## src/rtl/pong_game_ctrl_if.sv

```systemverilog
// Pong controller bus: game-side inputs and score/state outputs.
// master drives ball/paddle/start, slave is the controller.
interface pong_game_ctrl_if #(
    parameter int c_GAME_WIDTH  = 40,
    parameter int c_GAME_HEIGHT = 30
);
    localparam int XW = $clog2(c_GAME_WIDTH);
    localparam int YW = $clog2(c_GAME_HEIGHT);

    logic          i_Game_Start;
    logic [XW-1:0] i_Ball_X;
    logic [YW-1:0] i_Ball_Y;
    logic [YW-1:0] i_P1_Paddle_Y;
    logic [YW-1:0] i_P2_Paddle_Y;
    logic          o_Game_Active;
    logic [3:0]    o_P1_Score;
    logic [3:0]    o_P2_Score;
    logic          o_Serve_Dir;
    logic [1:0]    o_Winner;

    modport master (
        output i_Game_Start,
        output i_Ball_X,
        output i_Ball_Y,
        output i_P1_Paddle_Y,
        output i_P2_Paddle_Y,
        input  o_Game_Active,
        input  o_P1_Score,
        input  o_P2_Score,
        input  o_Serve_Dir,
        input  o_Winner
    );

    modport slave (
        input  i_Game_Start,
        input  i_Ball_X,
        input  i_Ball_Y,
        input  i_P1_Paddle_Y,
        input  i_P2_Paddle_Y,
        output o_Game_Active,
        output o_P1_Score,
        output o_P2_Score,
        output o_Serve_Dir,
        output o_Winner
    );
endinterface

```

## src/rtl/pong_game_ctrl.sv

```systemverilog
// Pong match controller: serve delay, miss detection, scoring, win.
// All outputs are registered straight from the FSM.
module pong_game_ctrl #(
    parameter int c_GAME_WIDTH    = 40,
    parameter int c_GAME_HEIGHT   = 30,
    parameter int c_PADDLE_HEIGHT = 6,
    parameter int c_SCORE_LIMIT   = 9,
    parameter int c_SERVE_DELAY   = 25000000
) (
    input  logic             i_Clk,
    input  logic             i_Rst,
    pong_game_ctrl_if.slave  bus
);
    localparam int XW = $clog2(c_GAME_WIDTH);
    localparam int YW = $clog2(c_GAME_HEIGHT);
    localparam int CW = $clog2(c_SERVE_DELAY + 1);

    typedef enum logic [2:0] {
        IDLE,
        SERVE_WAIT,
        RUNNING,
        P1_WINS,
        P2_WINS
    } state_t;

    state_t        state_q;
    logic          start_q;
    logic [CW-1:0] cnt_q;
    logic [3:0]    p1_score_q;
    logic [3:0]    p2_score_q;
    logic [3:0]    p1_score_d;
    logic [3:0]    p2_score_d;
    logic          dir_q;
    logic          active_q;
    logic [1:0]    winner_q;

    logic          start_edge;
    logic          p1_miss;
    logic          p2_miss;
    logic [YW:0]   ball_y;
    logic [YW:0]   p1_top;
    logic [YW:0]   p1_bot;
    logic [YW:0]   p2_top;
    logic [YW:0]   p2_bot;

    // One extra bit keeps top + height from wrapping near the bottom.
    always_comb begin
        start_edge = bus.i_Game_Start & ~start_q;
        ball_y     = {1'b0, bus.i_Ball_Y};
        p1_top     = {1'b0, bus.i_P1_Paddle_Y};
        p2_top     = {1'b0, bus.i_P2_Paddle_Y};
        p1_bot     = p1_top + (YW+1)'(c_PADDLE_HEIGHT);
        p2_bot     = p2_top + (YW+1)'(c_PADDLE_HEIGHT);
        p1_miss    = (bus.i_Ball_X == '0) &&
                     !((ball_y >= p1_top) && (ball_y < p1_bot));
        p2_miss    = (bus.i_Ball_X == XW'(c_GAME_WIDTH - 1)) &&
                     !((ball_y >= p2_top) && (ball_y < p2_bot));
        p1_score_d = p1_score_q + 4'd1;
        p2_score_d = p2_score_q + 4'd1;
    end

    always_ff @(posedge i_Clk) begin
        if (i_Rst) begin
            state_q    <= IDLE;
            start_q    <= 1'b0;
            cnt_q      <= '0;
            p1_score_q <= 4'd0;
            p2_score_q <= 4'd0;
            dir_q      <= 1'b0;
            active_q   <= 1'b0;
            winner_q   <= 2'b00;
        end else begin
            start_q <= bus.i_Game_Start;
            unique case (state_q)
                IDLE, P1_WINS, P2_WINS: begin
                    if (start_edge) begin
                        state_q    <= SERVE_WAIT;
                        cnt_q      <= '0;
                        p1_score_q <= 4'd0;
                        p2_score_q <= 4'd0;
                        dir_q      <= 1'b0;
                        winner_q   <= 2'b00;
                    end
                end
                SERVE_WAIT: begin
                    if (cnt_q == CW'(c_SERVE_DELAY - 1)) begin
                        state_q  <= RUNNING;
                        cnt_q    <= '0;
                        active_q <= 1'b1;
                    end else begin
                        cnt_q <= cnt_q + 1'b1;
                    end
                end
                RUNNING: begin
                    if (p1_miss) begin
                        p2_score_q <= p2_score_d;
                        dir_q      <= 1'b0;
                        active_q   <= 1'b0;
                        if (p2_score_d == 4'(c_SCORE_LIMIT)) begin
                            state_q  <= P2_WINS;
                            winner_q <= 2'b10;
                        end else begin
                            state_q <= SERVE_WAIT;
                        end
                    end else if (p2_miss) begin
                        p1_score_q <= p1_score_d;
                        dir_q      <= 1'b1;
                        active_q   <= 1'b0;
                        if (p1_score_d == 4'(c_SCORE_LIMIT)) begin
                            state_q  <= P1_WINS;
                            winner_q <= 2'b01;
                        end else begin
                            state_q <= SERVE_WAIT;
                        end
                    end
                end
                default: state_q <= IDLE;
            endcase
        end
    end

    assign bus.o_Game_Active = active_q;
    assign bus.o_P1_Score    = p1_score_q;
    assign bus.o_P2_Score    = p2_score_q;
    assign bus.o_Serve_Dir   = dir_q;
    assign bus.o_Winner      = winner_q;
endmodule

```

## src/flat_wrapper.sv

```systemverilog
// flat-port wrapper written by rule: the top's interface ports become plain ports
module pong_game_ctrl_flat 
#(
    parameter int c_GAME_WIDTH    = 40,
    parameter int c_GAME_HEIGHT   = 30,
    parameter int c_PADDLE_HEIGHT = 6,
    parameter int c_SCORE_LIMIT   = 9,
    parameter int c_SERVE_DELAY   = 25000000
)
  (i_Clk, i_Rst, bus_i_Game_Start, bus_i_Ball_X, bus_i_Ball_Y, bus_i_P1_Paddle_Y, bus_i_P2_Paddle_Y, bus_o_Game_Active, bus_o_P1_Score, bus_o_P2_Score, bus_o_Serve_Dir, bus_o_Winner);
  pong_game_ctrl_if #(.c_GAME_WIDTH(c_GAME_WIDTH), .c_GAME_HEIGHT(c_GAME_HEIGHT)) bus_i ();
  input  logic i_Clk;
  input  logic i_Rst;
  input wire logic [$bits(bus_i.i_Game_Start)-1:0] bus_i_Game_Start;
  input wire logic [$bits(bus_i.i_Ball_X)-1:0] bus_i_Ball_X;
  input wire logic [$bits(bus_i.i_Ball_Y)-1:0] bus_i_Ball_Y;
  input wire logic [$bits(bus_i.i_P1_Paddle_Y)-1:0] bus_i_P1_Paddle_Y;
  input wire logic [$bits(bus_i.i_P2_Paddle_Y)-1:0] bus_i_P2_Paddle_Y;
  output wire logic [$bits(bus_i.o_Game_Active)-1:0] bus_o_Game_Active;
  output wire logic [$bits(bus_i.o_P1_Score)-1:0] bus_o_P1_Score;
  output wire logic [$bits(bus_i.o_P2_Score)-1:0] bus_o_P2_Score;
  output wire logic [$bits(bus_i.o_Serve_Dir)-1:0] bus_o_Serve_Dir;
  output wire logic [$bits(bus_i.o_Winner)-1:0] bus_o_Winner;
  assign bus_i.i_Game_Start = bus_i_Game_Start;
  assign bus_i.i_Ball_X = bus_i_Ball_X;
  assign bus_i.i_Ball_Y = bus_i_Ball_Y;
  assign bus_i.i_P1_Paddle_Y = bus_i_P1_Paddle_Y;
  assign bus_i.i_P2_Paddle_Y = bus_i_P2_Paddle_Y;
  assign bus_o_Game_Active = bus_i.o_Game_Active;
  assign bus_o_P1_Score = bus_i.o_P1_Score;
  assign bus_o_P2_Score = bus_i.o_P2_Score;
  assign bus_o_Serve_Dir = bus_i.o_Serve_Dir;
  assign bus_o_Winner = bus_i.o_Winner;
  pong_game_ctrl #(.c_GAME_WIDTH(c_GAME_WIDTH), .c_GAME_HEIGHT(c_GAME_HEIGHT), .c_PADDLE_HEIGHT(c_PADDLE_HEIGHT), .c_SCORE_LIMIT(c_SCORE_LIMIT), .c_SERVE_DELAY(c_SERVE_DELAY)) u_core (.i_Clk(i_Clk), .i_Rst(i_Rst), .bus(bus_i));
endmodule
```

## config.mk

```make
export PLATFORM = sky130hd
export DESIGN_NAME = pong_game_ctrl_flat
export DESIGN_NICKNAME = d
export VERILOG_FILES = /design/src/rtl/pong_game_ctrl_if.sv /design/src/rtl/pong_game_ctrl.sv /design/src/flat_wrapper.sv
export SDC_FILE = /design/constraint.sdc
export NUM_CORES = 1
export LEC_CHECK = 0
export ABC_AREA = 1
export CORE_AREA = 2 2 104 106
export CTS_CLUSTER_DIAMETER = 80
export DETAILED_ROUTE_END_ITERATION = 8
export DIE_AREA = 0 0 106 108
export PLACE_DENSITY = 0.52
export SLEW_MARGIN = 20
export SYNTH_ARGS = -nofsm -noshare
export SYNTH_HDL_FRONTEND = slang
export SYNTH_SLANG_ARGS = --single-unit
```

## constraint.sdc

```tcl
create_clock -name i_Clk -period 5.4 [get_ports i_Clk]
set_input_delay 1.62 -clock i_Clk [delete_from_list [all_inputs] [get_ports i_Clk]]
set_output_delay 1.62 -clock i_Clk [all_outputs]
set_load 0.005 [all_outputs]
```

-- Word-level counts from Yosys, hierarchy flattened
Cells that the tools add are included.
- multipliers: 0
- shift-type cells: 0
- order comparisons: 4
- equal/unequal tests: 16
- divide/modulo/power cells: 0
- mux-type cells: 30
- reduce and logical (&&, ||, !) cells: 19
- $add $sub $neg: 5
- bitwise gates (word level): 2
- operator list (cell ; count):
    two-way mux 25 bit ; 2
    case mux 25 bit (2 select lines) ; 1
    adder 25 x 1 -> 25 bit (second input constant) ; 1
    equality test 25 bit (second input constant) ; 1
    two-way mux 4 bit ; 4
    case mux 4 bit (2 select lines) ; 2
    two-way mux 3 bit ; 5
    adder 5 x 3 -> 6 bit (second input constant) ; 2
    < comparator 5 x 6 -> 1 bit ; 2
    two-way mux 2 bit ; 6
    AND reduction 3 bit ; 4
    >= comparator 5 bit ; 2
    case mux 3 bit (3 select lines) ; 1
    adder 4 x 1 -> 4 bit (second input constant) ; 2
    equality test 4 bit (second input constant) ; 2
    inequality test 2 x 1 -> 1 bit (second input constant) ; 4
    equality test 3 x 2 -> 1 bit (second input constant) ; 2
    equality test 6 bit (second input constant) ; 1
    logical NOT 6 bit ; 1
    two-way mux 1 bit ; 6
    inequality test 3 x 1 -> 1 bit (second input constant) ; 2
    nonzero test 2 bit ; 3
    AND reduction 5 bit ; 1
    logical AND 1 bit ; 4
    other kinds (13) ; 15
- bits of input ports: 24
- output and inout port bits: 12
- bits in writable memories: 0
- bits in read-only memories: 0
- latch bits: 0
- register bits after elaboration: 41
- memories kept: 0
- logic and storage cells: 84

-- Depth between registers and ports, before layout
- depth in word-level cells: 8
- mapped depth: 17
- gate-level depth less buffers: 17

-- Worst setup path before layout
Ideal clock, no wire load.
- kind: in2reg
- from: in bus_i_P1_Paddle_Y[1]
- to: reg u_core.state_q[0]
- setup slack: 2.086 ns
- path buffers: 0
- required time: 5.287 ns
- library setup time: 0.113 ns
- data arrival time: 3.200 ns
- stages: 16
- path through: inv_1 ha_1 xor2_1 ha_1 nand2_1 nand2_1 nand3_1 nand2_1 inv_1 nand3_1 nand2_1 nand3_2 nand3_1 nand2_1 nand2_1 nor2_1
- word-level cells in the longest chain between the ends: 7
- elaborated cells between the ends (all ways): 10
- those cells by class: add/sub (1); order compare (2); eq/ne (1); mux (2); reduce/logical (4)
- ends and longest elaborated chain (element ; line ; text):
    from (decl) ; flat_wrapper.sv:17 ; input wire logic [$bits(bus_i.i_P1_Paddle_Y)-1:0] bus_i_P1_Paddle_Y;
    adder 5 x 3 -> 6 bit ; pong_game_ctrl.sv:52 ; p1_bot = p1_top + (YW+1)'(c_PADDLE_HEIGHT);
    < comparator 5 x 6 -> 1 bit ; pong_game_ctrl.sv:55 ; !((ball_y >= p1_top) && (ball_y < p1_bot));
    logical AND 1 bit (*) ; pong_game_ctrl.sv:55 ;
    logical NOT 1 bit (*) ; pong_game_ctrl.sv:55 ;
    logical AND 1 bit (*) ; pong_game_ctrl.sv:54 ; p1_miss = (bus.i_Ball_X == '0) &&
    inequality test 3 x 1 -> 1 bit (no source line) or two-way mux 3 bit (tied branches) ; - ;
    AND reduction 3 bit (no source line) or case mux 3 bit (3 select lines) (tied branches) ; - ;
    to (signal assigned) ; pong_game_ctrl.sv:64 ; state_q <= IDLE;
    to (signal assigned) ; pong_game_ctrl.sv:77 ; state_q <= SERVE_WAIT;
    to (signal assigned) ; pong_game_ctrl.sv:87 ; state_q <= RUNNING;
    to (decl) ; pong_game_ctrl.sv:26 ; state_t state_q;
Mark *: on every way between the ends. The rest lies on a longest branch, timed or not.
A chain may end at the register's enable or synchronous reset.

-- Worst setup path after layout
- from: in bus_i_P1_Paddle_Y[1]
- to: reg u_core.state_q[1]
The elaborated chain is that of the path after synthesis.

==> impl_metrics.toml <==
[cells_and_area]
fill_cells = 1131
finalCoreUtilization_pct = 35.5
syn_to_final_growth_pct = 20.9
layout_commonest_cell = "nand2_1"
nets = 541
drive_gt1_share_pct = 7.71
mostFrequentLayoutCells = "119 x nand2_1, 62 x inv_1, 43 x nor2_1"
antennaDiodeCount = 0

[detailed_routing]
routed_wl_um = 7420
avgViaCountPerCell = 4.66
dr.pass1.iters = 4
dr_total_vias = 2934
wl_per_cell_um = 11.8
antenna_left = 0
drc_errors = 0
drt_iter0_drc = 136

[worst_setup_path]
critical_path_buf_inv_count = 3
start_kind = "input port"
r2r_end = "u_core.cnt_q[3]"
critPathRequiredTime_ns = 5.60
ff2ff_setup_slack_ns = 3.37
crit_type = "in2reg"
critPathArrivalTime_ns = 3.97
critPathTopFamily = "simple AND/OR/NAND/NOR gates"
r2r_start = "u_core.cnt_q[0]"
slowest_stage = "clkdlybuf4s50_1"
max_stage_delay_ns = 0.50
cp_common_cell = "nand2_1"
crit_path_max_fanout = 5
endpoint_kind = "register"
crit_chain = "clkdlybuf4s50_1 > inv_1 > ha_1 > xor2_1 > ha_1 > nand2_1 > nand2_1 > nand3_1 > nand2_1 > inv_1 > nand3_1 > nand2_1 > nand3_2 > nand3_1 > nand2_1 > nand2_1 > nor2_1"
reg2reg_depth = 10

[pwr]
switching_share_pct = 39.3
ir_drop_mv = 0.116
combPwrFrac_pct = 39.5
p_leak_uw = 0.00149
power.density_nw_per_um2 = 287
clkPwrFrac_pct = 25.6
intPower_uw = 632
power_switching_uw = 408
p_seq_share_pct = 34.9

[logic_synthesis]
ys_ff_latch = 41
syn_area_sq_um = 3000
yosys.area.top_type = "dfxtp_1"
synth_area_per_cell_sq_um = 6.61
ys_warn_count = 0
synth.net_count = 503
synthCells = 454
synth_cell_type_count = 39
synth_top_area_share_pct = 27.4
ys_seq_area_share_pct = 27.4
synth.top_cells.by_area = "dfxtp_1 27%, nand2_1 15%, ha_1 10%, inv_1 7.8%, nand3_1 5.7%"

[cts]
clkTransAtPathRegs_ns = 0.08
post_cts_resized = 0
clock_sinks = 41
cts_root_buf = "clkbuf_8"
cts_tree = "yes"
cts_htree_levels = 2
postCtsSetupBuffers = 0
cts_hold_buf = 0
clk_latency_ns = 0.31
cts.path.max_buffers = 2
cts_made_buffers = 5

[place]
io_buffers = 35
hpwl_um = 5870
place_congestion = 0.816

[global_route]
grt_use_total_pct = 13.6
grt_pass1_vias = 2765
grt_max_degree = 19
overflow = 0
antenna_found_initial = 0
grt_pass1_wl_um = 12500

[sta]
drv_slew = 0
fin_hold_ws_ns = 0.476
finalClockSkew_ns = 0.0106
slew_headroom_pct = 53.5
fin_crit_sh_pct = 69.8
setup_viol = 0
period_needed_ns = 3.77
hold_viol = 0
rsz0062_at_grt = "false"
max_freq_mhz = 265
finalSetupTns_ns = 0
worst_pin_slew_ns = 0.693

[floorplan]
dieHeight_um = 108
die_width_um = 106
start_util_pct = 29.3
rows = 37
ios = 36
coreArea_sq_um = 10200
die-area_sq_um = 11400

[outcome]
status = "complete, no violations"

[flow_run]
maxCapViolCount = 0

[worst_hold_path]
min_from = "u_core.bus.o_Game_Active"
min_path_type = "reg2reg"
holdPathEnd = "u_core.bus.o_Game_Active"
hold_depth = 2
==> worst max-delay path by stage <==
stage	start	endpoint	slack, ns	depth (start not counted)
finish	bus_i_P1_Paddle_Y[1]	u_core.state_q[1]	1.63	17
global route	bus_i_P1_Paddle_Y[1]	u_core.state_q[0]	1.38	17
CTS	bus_i_P1_Paddle_Y[1]	u_core.state_q[1]	1.61	17
detailed placement	bus_i_P1_Paddle_Y[1]	u_core.state_q[1]	1.29	17
global placement	bus_i_P1_Paddle_Y[1]	u_core.state_q[1]	1.38	17
floorplan	bus_i_P1_Paddle_Y[1]	u_core.state_q[0]	2.09	16
==> power by group through the flow <==
| stage | logic, uW | clock network, uW | registers, uW |
|---|---|---|---|
| global placement | 412 | 0 | 370 |
| finish | 411 | 266 | 363 |
| detailed placement | 414 | 0 | 371 |
| global route | 471 | 287 | 369 |
| floorplan | 284 | 0 | 364 |
| CTS | 416 | 274 | 364 |
==> per-stage QoR <==
| stage | std cells | area (sq um) | total power [uW] | setup WS, ns |
|---|---|---|---|---|
| 4_1_cts | 629 | 3620 | 1050 | 1.61 |
| 3_3_place_gp | 621 | 3510 | 783 | 1.38 |
| 3_5_place_dp | 621 | 3510 | 785 | 1.29 |
| 6_report | 629 | 3630 | 1040 | 1.63 |
| 2_1_floorplan | 454 | 3000 | 648 | 2.09 |
| 5_1_grt | 629 | 3630 | 1130 | 1.38 |
==> kinds of logic after synthesis <==
logic type | after synthesis | synth area share, %
fa+ha+maj | 25 | 10.4
simple gates | 243 | 38.3
buf+inv | 72 | 9.17
flops | 41 | 27.4
xor+xnor | 7 | 2.04
compound gates | 66 | 12.7
==> cell type report <==
type | instances | area [sq um] | share of cell area (%)
inverters | 67 | 254 | 7.00
multi-input cells | 341 | 1910 | 52.6
repair buffers | 36 | 358 | 9.86
well taps | 136 | 170 | 4.69
clock inverters | 1 | 30.0 | 0.828
clock buffers | 7 | 86.3 | 2.38
flip-flops and latches | 41 | 821 | 22.6
==> worst register-to-register path, stage by stage, from the launching register on <==
cell and delay, ns:
dfxtp_1 0.44, ha_1 0.24, nand3_2 0.11, inv_1 0.07, nand4_1 0.09, nor3_1 0.21, nand2_1 0.15, nand2_2 0.18
inv_1 0.22, o21ai_0 0.14, a21oi_1 0.08
==> synth_stat cells, drive strengths merged <==
| cell type | count |
|---|---|
| nand2 | 122 |
| inv | 67 |
| nor2 | 47 |
| dfxtp | 41 |
| nand3 | 37 |
| a21oi | 36 |
| ha | 25 |
| o21ai | 21 |
| nor3 | 16 |
| nand4 | 15 |
| xor2 | 5 |
| clkbuf | 3 |
| nor4 | 3 |
| a21o | 2 |
| buf | 2 |
| o21bai | 2 |
| or2 | 2 |
| xnor2 | 2 |
| a211oi | 1 |
| nor4b | 1 |
| o21a | 1 |
| o22ai | 1 |
| o31ai | 1 |
| o32ai | 1 |
==> state kept, by name, indices dropped and copies added, names as in the netlist <==
name                      count
u_core.bus.o_P1_Score         4
u_core.start_q                1
u_core.state_q                3
u_core.bus.o_Serve_Dir        1
u_core.bus.o_Winner           2
u_core.bus.o_P2_Score         4
u_core.bus.o_Game_Active      1
u_core.cnt_q                 25
==> routing by layer <==
metal | vias up | share of wire [%] | track usage, %
li1 | 1562 | - | -
met1 | 1313 | 49 | 17.0
met2 | 46 | 45 | 22.8
met3 | 13 | 4.3 | 3.07
met4 | 0 | 2.2 | 5.36
met5 | - | 0 | 0
Power figures use the tool's default switching activity.
